**src/rtl/systolic_result_drain.sv**
```systemverilog
// systolic_result_drain: streams the size x size PE accumulators out row-major over val/rdy, then pulses acc_clr
// Ports:
//   clk          rising-edge clock
//   rst          asynchronous active-low reset
//   start        level; array results are final and may be drained
//   row_sel      PE row address being fetched
//   col_sel      PE column address being fetched
//   result_data  accumulator of PE(row_sel, col_sel), combinational
//   recv_msg     result word
//   recv_val     recv_msg valid
//   recv_rdy     consumer accepts recv_msg
//   acc_clr      one-cycle pulse zeroing all PE accumulators
//   done         drain complete, held until start drops
module systolic_result_drain #(
    parameter int size = 16,
    parameter int nbits = 32,
    localparam int aw = (size > 1) ? $clog2(size) : 1,
    localparam int cw = $clog2(size * size + 1)
) (
    input  logic             clk,
    input  logic             rst,
    input  logic             start,
    output logic [aw-1:0]    row_sel,
    output logic [aw-1:0]    col_sel,
    input  logic [nbits-1:0] result_data,
    output logic [nbits-1:0] recv_msg,
    output logic             recv_val,
    input  logic             recv_rdy,
    output logic             acc_clr,
    output logic             done
);
    typedef enum logic [1:0] {IDLE, DRAIN, CLEAR, DONE} state_t;
    state_t state, state_nx;
    logic [aw-1:0] row, col;
    logic [cw-1:0] cnt;
    logic [nbits-1:0] msg;
    logic exhausted, out_valid, xfer, load, last_col, last_row, last_xfer;
    assign last_col = col == aw'(size - 1);
    assign last_row = row == aw'(size - 1);
    assign xfer = state == DRAIN && out_valid && recv_rdy;
    assign last_xfer = xfer && cnt == cw'(size * size - 1);
    // the output register refills whenever it is empty or being emptied this cycle
    assign load = state == DRAIN && !exhausted && (!out_valid || recv_rdy);
    always_ff @(posedge clk or negedge rst)
        if (!rst) state <= IDLE;
        else state <= state_nx;
    always_comb begin
        state_nx = state;
        case (state)
            IDLE:    state_nx = start ? DRAIN : IDLE;
            DRAIN:   state_nx = last_xfer ? CLEAR : DRAIN;
            CLEAR:   state_nx = DONE;
            default: state_nx = start ? DONE : IDLE;
        endcase
    end
    always_ff @(posedge clk or negedge rst)
        if (!rst) begin
            row <= '0;
            col <= '0;
            cnt <= '0;
            msg <= '0;
            exhausted <= 1'b0;
            out_valid <= 1'b0;
        end else if (state == IDLE && start) begin
            row <= '0;
            col <= '0;
            cnt <= '0;
            exhausted <= 1'b0;
            out_valid <= 1'b0;
        end else if (state == DRAIN) begin
            if (load) begin
                msg <= result_data;
                out_valid <= 1'b1;
                // the address parks on the last PE once every result has been fetched
                if (!last_col) col <= col + 1'b1;
                else if (!last_row) begin
                    row <= row + 1'b1;
                    col <= '0;
                end else exhausted <= 1'b1;
            end else if (recv_rdy) out_valid <= 1'b0;
            if (xfer) cnt <= cnt + 1'b1;
        end
    assign row_sel = row;
    assign col_sel = col;
    assign recv_msg = msg;
    assign recv_val = out_valid;
    assign acc_clr = state == CLEAR;
    assign done = state == DONE;
endmodule
```
**config.mk**
```make
export PLATFORM = sky130hd
export DESIGN_NAME = systolic_result_drain
export DESIGN_NICKNAME = d
export VERILOG_FILES = /design/src/rtl/systolic_result_drain.sv
export SDC_FILE = /design/constraint.sdc
export NUM_CORES = 1
export LEC_CHECK = 0
export CORE_AREA = 5 5 82 84
export DETAILED_ROUTE_END_ITERATION = 7
export DIE_AREA = 0 0 87 89
export HOLD_SLACK_MARGIN = 0.03
export PLACE_DENSITY = 0.82
export SLEW_MARGIN = 20
export SYNTH_ARGS = -nofsm -noshare
export SYNTH_HDL_FRONTEND = slang
export SYNTH_SLANG_ARGS = --single-unit
```
**constraint.sdc**
```tcl
create_clock -name clk -period 1.5 [get_ports clk]
set_input_delay 0.3 -clock clk [delete_from_list [all_inputs] [get_ports clk]]
set_output_delay 0.3 -clock clk [all_outputs]
set_load 0.1 [all_outputs]
```
==> impl_metrics.json, run 1 <==
{
  "outcome": "finished with violations",
  "violations": "setup timing",
  "numCtsBuffers": 5,
  "slew_violations": 0,
  "synthDistinctLibCells": 34,
  "placed_cell_area_um2": 3730,
  "cts.sinks": 53,
  "drt_iter0_drc": 66,
  "setup_viol": 1,
  "cts_tree": "yes",
  "antenna_found_initial": 0,
  "track_usage": 0.154,
  "worstPathArrival_ns": 1.75,
  "crit_required_ns": 1.74,
  "path_cells": "and2b_2 > nand3_4 > or4_1 > a21oi_2",
  "setup_ws_ns": -0.0123,
  "std_cell_rows": 28,
  "fmax_mhz": 661,
  "post-place-ws_ns": -0.322,
  "ir_worst_vdd_uv": 944,
  "grt-ovfl-total": 0,
  "fin_area_um2": 3890,
  "syn2layout_area_growth_pct": 69.9,
  "rsz0062_at_grt": "yes",
  "hpwl_um": 4410,
  "core_um2": 5850,
  "finalNonFillerCells": 418,
  "cp_slowest_cell": "or4_1",
  "synth_edf_count": 0,
  "clock_path_buffers": 2,
  "p_leak_nw": 1.80,
  "cp_max_fo": 7,
  "die_w_um": 87,
  "die_h_um": 89,
  "tightestPinTransition_ns": 0.313,
  "firstDrtPassIters": 5,
  "htreeDepth": 2,
  "dr_total_vias": 2055,
  "port_buffers": 78,
  "syn_nets": 291,
  "synth_cells": 251,
  "synthesis.area_um2": 2290,
  "max_stage_delay_ns": 0.52,
  "dieArea_um2": 7740,
  "synth_top_area_share": 0.580,
  "ant_nets": 0,
  "yosysWarnings": 0,
  "path_clk_slew_ns": 0.10,
  "hold_violations": 0,
  "top_level_ports": 79,
  "diodes": 0,
  "synth_ff_type": "dfrtp_1",
  "endpoint_kind": "flip-flop",
  "clock-root-buffer": "clkbuf_8",
  "placed_cells": 408,
  "ys_ff_latch": 53,
  "synth_top_cell_by_area": "dfrtp_1",
  "initial_core_util": 0.391,
  "fin_worst_skew_ns": 0.00824,
  "min_period_ns": 1.51,
  "holdWs_ns": 0.496,
  "cp-start-kind": "flip-flop",
  "grt_pass1_wl_um": 9560,
  "path_class": "flip-flop to flip-flop",
  "ys_seq_area_frac": 0.580,
  "cap_violations": 0,
  "hp-class": "input pin to asynchronous set/reset pin",
  "synthTopCellsByArea": "dfrtp_1 (58%), nand2_1 (18%), ha_1 (2.2%)",
  "insertion_delay_ns": 0.31,
  "nNetsFinal": 382,
  "grt_max_degree": 54,
  "gp_congestion": 0.863,
  "synthArstFlopShare": 1.00,
  "drc": 0,
  "period_share": 1.01,
  "syn_area_per_cell_um2": 9.12,
  "grt_pass1_vias": 2073,
  "drive_gt1_frac": 0.265,
  "viasPerCell": 4.92,
  "max_slew_margin": 0.789,
  "wirelength_um": 5940,
  "wl_per_cell_um": 14.2,
  "powerDensity_nw_per_um2": 1680
}
-- registers in the layout (all words and copies together) (netlist names) --
| signal | flops |
|---|---|
| state | 2 |
| recv_val | 1 |
| cnt | 9 |
| col_sel | 4 |
| recv_msg | 32 |
| row_sel | 4 |
| exhausted | 1 |
-- report_power, final --
group	leakage [nW]	internal, mW	switching [mW]	total (mW)
clock	0.0445	0.332	0.483	0.815
combinational	1.11	1.29	2.27	3.56
sequential	0.646	1.76	0.401	2.16
total	1.80	3.38	3.16	6.54
-- per-stage QoR --
step	total power [mW]	TNS (ns)	util
after floorplan	4.22	-0.131	-
after global placement	5.63	-9.44	0.638
after detailed placement	5.70	-12.68	0.638
after CTS	6.53	-0.0188	0.657
after global routing	6.83	-0.111	0.665
final	6.54	-0.0123	0.665
-- kinds of logic after synthesis --
group / Yosys count / synth area share
AO/OA/AOI/OAI: 24 / 0.0673
XOR/XNOR: 3 / 0.0115
adder cells (fa/ha/maj): 4 / 0.0219
buffers and inverters: 16 / 0.0306
flip-flops: 53 / 0.580
multiplexers: 2 / 0.00875
AND/OR/NAND/NOR: 149 / 0.280
-- area by class of cell --
class	instances	area [um2]
clock buffer	5	68.8
clock inverter	3	21.3
fill	440	1960
inverter	5	18.8
multi-input combinational	182	973
sequential	53	1350
tap	75	93.8
timing repair buffer	95	1360
-- timing repair --
item	in CTS	in global routing
gates resized for setup	3	9
buffers inserted	0	1
setup endpoints to repair	14	9
pin swaps	0	2
hold buffers	1	0
endpoints found under the hold margin	53	0
-- worst max-delay path: cells and delay by family, from the launching register on --
| kind | cells | cell delay (ns) |
|---|---|---|
| and+or+nand+nor | 3 | 0.90 |
| DFF | 1 | 0.40 |
| AOI/OAI and AO/OA | 1 | 0.15 |
-- Yosys cell counts (3+ instances only) --
library cell    n
a21oi_1         9
and3_1          4
buf_2           8
clkbuf_1        3
dfrtp_1        53
ha_1            4
inv_1           5
nand2_1       111
nand3_1         8
nand4_1         3
nor2_1          7
nor3_1          3
o21ai_0         6
-- path summary, 6_finish.rpt --
path | startpoint | end | slack, ns | cells past startpoint
setup / recovery | state[1] | col_sel[3] | -0.01 | 4
min in group clk | cnt[8] | cnt[8] | 0.50 | 2
max in group asynchronous | rst | row_sel[1] | 0.72 | 3
hold / removal | rst | recv_msg[2] | 0.50 | 3
setup reg to reg | state[1] | col_sel[3] | -0.01 | 4
hold reg to reg | cnt[8] | cnt[8] | 0.50 | 2
-- routing by layer --
metal	GRT usage	vias to the layer above	share of wire
met1	0.189	974	0.41
met2	0.265	70	0.50
met4	0.0340	0	0.0076
met3	0.0507	6	0.077
li1	-	1005	-
met5	0	-	0
-- cells in the final DEF (no fill, tap or decap), drive strengths merged, types with 2 or more instances in the layout --
cell type      count
nand2            111
buf               60
dfrtp             53
clkdlybuf4s50     34
a21oi              9
nand3              9
nor2               7
o21ai              6
inv                6
clkbuf             5
and3               4
ha                 4
nand4              3
nor3               3
or4                2
o32ai              2
or3                2
mux2i              2
xnor2              2
o41ai              2
(Power assumes the default switching activity.)
==> run 2: changes to the inputs <==
Settings changed: CTS_CLUSTER_DIAMETER set to 40.
==> results of run 2 <==
Same layout as run 1: the final DEF is identical, and so are final timing and power.
